<file path="config.mk">
export PLATFORM = sky130hd
export DESIGN_NAME = power3_arbiter
export DESIGN_NICKNAME = d
export VERILOG_FILES = /design/src/rtl/power3_arbiter.sv
export SDC_FILE = /design/constraint.sdc
export NUM_CORES = 1
export LEC_CHECK = 0
export ABC_AREA = 1
export CORE_MARGIN = 1.5
export CORE_UTILIZATION = 52
export CTS_CLUSTER_SIZE = 24
export DETAILED_ROUTE_END_ITERATION = 6
export PLACE_DENSITY_LB_ADDON = 0.08
export SLEW_MARGIN = 20
export SYNTH_ARGS = -nofsm -noshare
export SYNTH_HDL_FRONTEND = slang
export SYNTH_SLANG_ARGS = --single-unit
export TNS_END_PERCENT = 20
</file>
<file path="constraint.sdc">
create_clock -name i_clk -period 3.1 [get_ports i_clk]
set_clock_uncertainty 0.15 [all_clocks]
set_input_delay 0.465 -clock i_clk [delete_from_list [all_inputs] [get_ports i_clk]]
set_output_delay 0.465 -clock i_clk [all_outputs]
set_load 0.005 [all_outputs]
</file>
<file path="src/rtl/power3_arbiter.sv">
// power3_arbiter
// Round-robin arbiter that shares one fixed-latency, non-stallable cube unit
// among N_REQ requesters. The block issues at most one operand per cycle. A
// tag pipeline follows each operand through the unit. Results are captured
// into a response FIFO. Issue is credit-limited, so a result that leaves the
// unit always has a FIFO slot waiting for it.
//
// Ports:
//   i_clk, i_arst             clock (rising edge), async active-high reset
//   i_reqValid / i_reqData    per-requester request valid and packed operands
//   o_reqReady                one-hot grant (combinational)
//   o_unitX / o_unitValid     registered operand to the cube unit
//   i_unitXPower              cube unit result, LATENCY cycles after o_unitX
//   o_rspValid/o_rspId/o_rspData, i_rspReady   response FIFO head, valid/ready
//   o_busy                    operations in flight or responses buffered
module power3_arbiter #(
    parameter int N_REQ      = 4,
    parameter int WIDTH      = 8,
    parameter int LATENCY    = 3,
    parameter int FIFO_DEPTH = 4
) (
    input  logic                       i_clk,
    input  logic                       i_arst,
    input  logic [N_REQ-1:0]           i_reqValid,
    input  logic [N_REQ*WIDTH-1:0]     i_reqData,
    output logic [N_REQ-1:0]           o_reqReady,
    output logic [WIDTH-1:0]           o_unitX,
    output logic                       o_unitValid,
    input  logic [WIDTH-1:0]           i_unitXPower,
    output logic                       o_rspValid,
    output logic [$clog2(N_REQ)-1:0]   o_rspId,
    output logic [WIDTH-1:0]           o_rspData,
    input  logic                       i_rspReady,
    output logic                       o_busy
);

    localparam int IDW = $clog2(N_REQ);
    localparam int PW  = (FIFO_DEPTH > 1) ? $clog2(FIFO_DEPTH) : 1;
    localparam int CW  = $clog2(FIFO_DEPTH + 1);
    localparam logic [CW-1:0] DEPTH_C = CW'(FIFO_DEPTH);

    logic [IDW-1:0]   r_ptr;
    logic [CW-1:0]    r_credit;
    logic [CW-1:0]    r_count;
    logic [PW-1:0]    r_wrPtr;
    logic [PW-1:0]    r_rdPtr;
    logic [WIDTH-1:0] r_unitX;
    logic             r_tagV  [LATENCY+1];
    logic [IDW-1:0]   r_tagId [LATENCY+1];
    logic [IDW-1:0]   r_memId   [FIFO_DEPTH];
    logic [WIDTH-1:0] r_memData [FIFO_DEPTH];

    logic [WIDTH-1:0] w_reqX [N_REQ];
    logic             w_grantValid;
    logic [IDW-1:0]   w_grantId;
    logic [IDW-1:0]   w_cand;
    logic             w_push;
    logic             w_pop;

    for (genvar k = 0; k < N_REQ; k++) begin : g_unpack
        assign w_reqX[k] = i_reqData[k*WIDTH +: WIDTH];
    end

    // Search from the pointer with wrap. Grants are suppressed while reset is
    // asserted, so every output reads 0 during reset.
    always_comb begin
        w_grantValid = 1'b0;
        w_grantId    = '0;
        w_cand       = r_ptr;
        o_reqReady   = '0;
        if (!i_arst && (r_credit < DEPTH_C)) begin
            for (int i = 0; i < N_REQ; i++) begin
                if (!w_grantValid && i_reqValid[w_cand]) begin
                    w_grantValid = 1'b1;
                    w_grantId    = w_cand;
                end
                w_cand = (w_cand == IDW'(N_REQ - 1)) ? '0 : w_cand + 1'b1;
            end
        end
        if (w_grantValid) begin
            o_reqReady[w_grantId] = 1'b1;
        end
    end

    function automatic logic [PW-1:0] f_inc(input logic [PW-1:0] p);
        return (p == PW'(FIFO_DEPTH - 1)) ? '0 : p + 1'b1;
    endfunction

    // Stage 0 is registered together with o_unitX. Stage LATENCY therefore
    // lines up with the unit result for that operand.
    assign w_push = r_tagV[LATENCY];
    assign w_pop  = (r_count != '0) && i_rspReady;

    always_ff @(posedge i_clk or posedge i_arst) begin
        if (i_arst) begin
            r_ptr    <= '0;
            r_credit <= '0;
            r_count  <= '0;
            r_wrPtr  <= '0;
            r_rdPtr  <= '0;
            r_unitX  <= '0;
            for (int s = 0; s <= LATENCY; s++) begin
                r_tagV[s]  <= 1'b0;
                r_tagId[s] <= '0;
            end
            for (int e = 0; e < FIFO_DEPTH; e++) begin
                r_memId[e]   <= '0;
                r_memData[e] <= '0;
            end
        end else begin
            r_tagV[0]  <= w_grantValid;
            r_tagId[0] <= w_grantId;
            r_unitX    <= w_grantValid ? w_reqX[w_grantId] : '0;
            for (int s = 1; s <= LATENCY; s++) begin
                r_tagV[s]  <= r_tagV[s-1];
                r_tagId[s] <= r_tagId[s-1];
            end
            if (w_grantValid) begin
                r_ptr <= (w_grantId == IDW'(N_REQ - 1)) ? '0 : w_grantId + 1'b1;
            end

            if (w_push) begin
                r_memId[r_wrPtr]   <= r_tagId[LATENCY];
                r_memData[r_wrPtr] <= i_unitXPower;
                r_wrPtr            <= f_inc(r_wrPtr);
            end
            if (w_pop) begin
                r_rdPtr <= f_inc(r_rdPtr);
            end
            case ({w_push, w_pop})
                2'b10:   r_count <= r_count + 1'b1;
                2'b01:   r_count <= r_count - 1'b1;
                default: r_count <= r_count;
            endcase

            // A credit is held from issue until the response is popped. A tag
            // moving from the pipeline into the FIFO does not change the total.
            case ({w_grantValid, w_pop})
                2'b10:   r_credit <= r_credit + 1'b1;
                2'b01:   r_credit <= r_credit - 1'b1;
                default: r_credit <= r_credit;
            endcase
        end
    end

    assign o_unitX     = r_unitX;
    assign o_unitValid = r_tagV[0];
    assign o_rspValid  = (r_count != '0);
    assign o_rspId     = o_rspValid ? r_memId[r_rdPtr] : '0;
    assign o_rspData   = o_rspValid ? r_memData[r_rdPtr] : '0;
    assign o_busy      = (r_credit != '0);

endmodule

</file>
* Word-level counts from Yosys, hierarchy flattened
Cells that the tools add are included.
** Storage, ports and cells
- Register bits :: 72
- Input port bits :: 47
- Output and inout bits :: 25
- Word-level logic and storage cells :: 121
** Operators by class
- Add/sub/neg operators :: 10
- $lt $le $gt $ge :: 11
- Eq/ne operators :: 10
- Multiplexer cells :: 50
- Bitwise logic cells :: 3
- Reduce and logical (&&, ||, !) cells :: 15
** Operators with widths (count)
- $mux W8 :: 7
- $bmux W8 S2 :: 2
- $bwmux W32 :: 1
- $mux W2 :: 15
- $demux W8 S2 :: 1
- $eq A2 B2 Y1 const B :: 8
- $lt A2 B3 Y1 const B :: 5
- $mux W1 :: 13
- $add A2 B1 Y2 const B :: 6
- $pmux W3 S2 :: 2
- $ge A3 B3 Y1 const B :: 3
- $not A2 Y3 :: 3
- $bmux W1 S2 :: 4
- $bwmux W8 :: 1
- $logic_and A1 B1 Y1 :: 7
- $add A3 B1 Y3 const B :: 2
- $reduce_bool A3 Y1 :: 2
- $sub A3 B1 Y3 const B :: 2
- $bmux W2 S2 :: 1
- $demux W2 S2 :: 1
- $eq A2 B1 Y1 const B :: 2
- $logic_not A1 Y1 :: 4
- $mux W4 :: 1
- $reduce_bool A2 Y1 :: 2
- other kinds (4) :: 4

* Longest topological paths before layout
- Word-level depth :: 21
- Mapped depth :: 16
- Mapped depth without buffers :: 15

* Worst setup path after synthesis
OpenSTA, ideal clock, no wires.
- Kind :: register -> register
- Start point :: register r_ptr[1]
- End point :: register r_credit[1]
- Library setup time :: 125 ps
- Arrival :: 2479 ps
- Data required time :: 2825 ps
- Slack :: 346 ps
- Stages on the path, launching flop included :: 14
- Buffers on the path :: 1
- Period minus slack after synthesis :: 2754 ps
- Cells stage by stage :: dfrtp_1 -> ha_1 -> inv_2 -> o21ai_2 -> nand2_1 -> nand2_1 -> nand2_1 -> nor3_1 -> nand2_1 -> nand2_1 -> buf_2 -> ha_1 -> fa_1 -> mux2_2
** On the way
- Longest elaborated chain between the ends :: 18
- Elaborated cells between the ends (all ways) :: 35
- Classes of those cells :: add/sub: 3; eq/ne: 5; mux: 20; reduce/logical: 7
** RTL lines
- from (decl) :: RTL line 42 : logic [IDW-1:0] r_ptr;
- from (signal assigned) :: RTL line 119 : r_ptr <= (w_grantId == IDW'(N_REQ - 1)) ? '0 : w_grantId + 1'b1;
- branches (longest 14 deep; another with $add A2 B1 Y2)
- $mux W1 * :: RTL line 73 : if (!w_grantValid && i_reqValid[w_cand]) begin
- $mux W1 * :: RTL line 71 : if (!i_arst && (r_credit < DEPTH_C)) begin
- $eq A2 B1 Y1 / $eq A2 B2 Y1 (equally long branches) :: RTL line 138 : case ({w_grantValid, w_pop})
- $pmux W3 S2 / $reduce_bool A2 Y1 (equally long branches)
- to (signal assigned) :: RTL line 139 : 2'b10: r_credit <= r_credit + 1'b1;
- to (signal assigned) :: RTL line 140 : 2'b01: r_credit <= r_credit - 1'b1;
- to (signal assigned) :: RTL line 141 : default: r_credit <= r_credit;
- to (decl) :: RTL line 43 : logic [CW-1:0] r_credit;
Every way passes the cells marked *. The select of a mux whose other input is x is not followed.
A chain may end at the register's enable or synchronous reset.

* Worst setup path after layout
- Start point :: register r_ptr[0]
- End point :: output port o_reqReady[2]
** On the way
- Longest elaborated chain between the ends :: 21
- Elaborated cells between the ends (all ways) :: 42
- Classes of those cells :: add/sub: 3; order compare: 2; eq/ne: 3; mux: 27; reduce/logical: 7
** RTL lines
- branches (longest 14 deep; another with $add A2 B1 Y2)
- $mux W2 * :: RTL line 73
- $mux W2 * :: RTL line 71
- via w_grantId[1] :: RTL line 55 : logic [IDW-1:0] w_grantId;
- $lt A2 B3 Y1 (not written as such) / $ge A2 B1 Y1 (equally long branches) :: RTL line 81 : o_reqReady[w_grantId] = 1'b1;
- $logic_and A1 B1 Y1 (not written as such) :: RTL line 81
- $mux W1 (not written as such) :: RTL line 81
- $demux W1 S2 * :: RTL line 81
- $mux W4 * :: RTL line 80 : if (w_grantValid) begin
- to (decl) :: RTL line 26 : output logic [N_REQ-1:0] o_reqReady,
Mark *: on every way through the listed nets, which the timed path passes. The select of a mux whose other input is x is not followed.

==> flow_metrics.tcl <==
set metrics [dict create \
    yosys.area_share.simple_pct 25.86 \
    num_rows 31 \
    via_count 3253 \
    hp-class "flip-flop to flip-flop" \
    fin_hold_ws_ns 0.1995 \
    fillCellCount 611 \
    ant_nets 0 \
    syn_inst 473 \
    end_kind "primary output" \
    synth-xor-area-share_pct 0.9129 \
    post_synth_fa_ha_maj_area_fraction_pct 4.956 \
    rrSetupSlack_ns 0.26 \
    cts.path.max_buffers 2 \
    drc 0 \
    max_freq_mhz 316.7 \
    fin_cells 659 \
    diodes 0 \
    ys_types 29 \
    finalSetupViolations 1 \
    dp.cells 639 \
    worst_ep_required_time_ns 2.48 \
    drt_iter0_drc 128 \
    overflow 0 \
    post_drt_via_cell_ratio 4.936 \
    drt-wirelength-per-cell_um 12.59 \
    ir_drop_mv 0.5438 \
    final_cell_area_sq_um 4967 \
    crit_fanout 5 \
    dp.final_hpwl_mm 5.764 \
    maxCapViolCount 0 \
    fp.dieW_um 88.91 \
    synth_edf_count 0 \
    synth_top_flop_cell "dfrtp_1" \
    root_buffer "clkbuf_8" \
    htreeDepth 3 \
    hp-start "r_tagId[4]" \
    tightestPinTransition_ns 0.7187 \
    synth_top_family_by_area "simple AND/OR/NAND/NOR gates" \
    synth_mux_area_share_pct 0.2934 \
    syn_avg_cell_area_sq_um 8.113 \
    cts.sink_count 72 \
    dieArea_sq_um 7904 \
    slew_viol_final 0 \
    yosysWarningCount 0 \
    path_clk_slew_ns 0.07 \
    synth.most_common_cell "nand2_1" \
    netlist_area_sq_um 3837 \
    cp-start-kind "flip-flop" \
    portBuffers 71 \
    synthToLayoutAreaGrowth_pct 29.44 \
    initial_core_util_pct 53.19 \
    synth-compound-area-share_pct 12.06 \
    grt_first_pass_wirelength_mm 13.55 \
    antenna_found_initial 0 \
    r2r_cells 13 \
    yosysSeqAreaShare_pct 46.95 \
    syn_nets 534 \
    crit_arrival_ns 2.54 \
    finalCritPeriodShare_pct 101.9 \
    rsz0062_at_grt "yes" \
    clk_latency_ns 0.34 \
    total_power_w 0.004937 \
    synthArstFlopShare_pct 100.0 \
    period_minus_slack_ns 3.158 \
    die_h_um 88.91 \
    final_hold_viol_count 0 \
    place_area_sq_um 4717 \
    timing.final.ws_setup_ns -0.05806 \
    hold_end "r_tagId[2]" \
    synth_top_area_share_pct 46.95 \
    synth_common_cells "90 x nand2_1, 72 x dfrtp_1, 68 x o21ai_0" \
    r2r-start "r_ptr[0]" \
    cts_tree "built" \
    grt_max_degree 37 \
    globalplace.congestion 0.8608 \
    grt_pass1_vias 2965 \
    boundaryPins 72 \
    status "finished, violations left" \
    grt_usage_pct 22.58 \
    cellPowerDensity_nw_per_um2 993.9 \
    nets 616 \
    drive_gt1_share_pct 13.93 \
    hold_depth 0 \
    drt-pass1-iter-count 5 \
    routed_wl_mm 8.295 \
    ys_seq_elements 72 \
    cts_buffers 9 \
    total_leakage_power_nw 2.485 \
    slew_headroom_pct 51.97 \
    path_class "flip-flop to primary output" \
    violations "setup timing" \
    dp_worst_setup_slack_ns -0.1637 \
    synthTopCellsByArea "dfrtp_1 47%, o21ai_0 8.9%, nand2_1 8.8%" \
    r2r_end "r_credit[1]" \
    core-area_sq_um 7214 \
    yosysTopAreaCell "dfrtp_1" \
]
[power breakdown]
part	switching (W)	leakage (nW)	total [W]	internal (W)
clock	0.000328	0.108	0.000726	0.000398
sequential	0.000216	0.908	0.00157	0.00136
combinational	0.00146	1.47	0.00264	0.00118
total	0.00201	2.49	0.00494	0.00293
[area by class of cell]
cell class,count,area [sq um],area share [%]
inverter,65,246.5,4.962
multi-input combinational,316,1709,34.41
clock inverter,2,10.01,0.2015
tap,99,123.9,2.494
sequential,72,1803,36.30
timing repair buffer,91,882.1,17.76
clock buffer,14,192.7,3.879
[cell families after synthesis]
group	Yosys count
AOI/OAI and AO/OA	91
xor gates and xnor gates	4
adders and majority gates	14
buffers and inverters	85
DFF	72
muxes	1
and+or+nand+nor	206
[placed cells by master, fill, tap and decap left out, types with 2 or more instances in the layout]
| master | Yosys | routed |
|---|---|---|
| o21ai_0 | 68 | 68 |
| inv_1 | 63 | 60 |
| nand3_1 | 27 | 27 |
| buf_12 | 0 | 2 |
| dlygate4sd2_1 | 0 | 2 |
| o21ai_2 | 2 | 2 |
| clkbuf_8 | 0 | 14 |
| inv_2 | 2 | 4 |
| clkdlybuf4s50_1 | 0 | 67 |
| nand2_4 | 3 | 3 |
| nand3b_1 | 8 | 8 |
| dfrtp_1 | 72 | 71 |
| ha_1 | 12 | 10 |
| nand2_1 | 90 | 90 |
| nor2_1 | 49 | 48 |
| nand3_2 | 3 | 3 |
| buf_4 | 0 | 16 |
| nand3_4 | 2 | 2 |
| nor3_1 | 2 | 2 |
| xnor2_1 | 3 | 3 |
| nand2_2 | 16 | 16 |
| nor2_4 | 2 | 2 |
| fa_1 | 2 | 2 |
| nor2_2 | 1 | 2 |
| clkinv_2 | 0 | 2 |
| a21oi_1 | 21 | 21 |
[repair_timing]
| item | in CTS | in global routing |
|---|---|---|
| pin swaps | 0 | 2 |
| cloned | 0 | 1 |
| resized for setup | 7 | 7 |
| setup buffers | 1 | 2 |
| endpoints found under the hold margin | 0 | 0 |
| hold buffers | 0 | 0 |
| setup endpoints to repair | 4 | 4 |
[flip-flops by register name (all words and copies together), names as in the netlist]
register / count
o_unitValid: 1
o_unitX: 8
r_count: 3
r_credit: 3
r_memData: 32
r_memId: 8
r_ptr: 2
r_rdPtr: 2
r_tagId: 8
r_tagV: 2
r_wrPtr: 2
w_push: 1
[worst max-delay path: stages (launching register included)]
cell and delay, ns:
dfrtp_2 0.44, ha_4 0.31, inv_4 0.05, nand2_1 0.10, nand2_4 0.09, nor2_8 0.12
nand3_4 0.12, nand3_2 0.11, nand2_1 0.09, nor2_4 0.13, buf_4 0.13, ha_1 0.14
inv_1 0.04, nor2_1 0.08, dlygate4sd2_1 0.24
[worst max path at each step]
| stage | start | end | slack (ns) | cells after the start |
|---|---|---|---|---|
| 5_1_grt | r_ptr[0] | o_reqReady[2] | -0.19 | 14 |
| 3_5_place_dp | i_reqValid[1] | o_reqReady[2] | -0.16 | 14 |
| 4_1_cts | r_ptr[0] | o_reqReady[3] | -0.24 | 13 |
| 2_1_floorplan | r_ptr[1] | r_credit[1] | 0.35 | 13 |
| 6_report | r_ptr[0] | o_reqReady[2] | -0.06 | 14 |
| 3_3_place_gp | i_reqValid[3] | o_reqReady[2] | -0.1 | 14 |
[stage by stage]
stage | TNS (ns) | util, %
2_1_floorplan | 0 | -
3_3_place_gp | -0.3405 | 65.38
3_5_place_dp | -0.5924 | 65.38
4_1_cts | -0.2415 | 68.51
5_1_grt | -0.2378 | 68.85
6_report | -0.05806 | 68.85
[per-layer routing]
layer  part of all wire (%)  GRT usage [%]  wire [um]
met4                    1.5          8.523        126
met2                     49          38.15       4028
met3                    5.8          6.002        481
met5                      0              0          0
met1                     44          27.78       3660
Power figures use the tool's default switching activity.
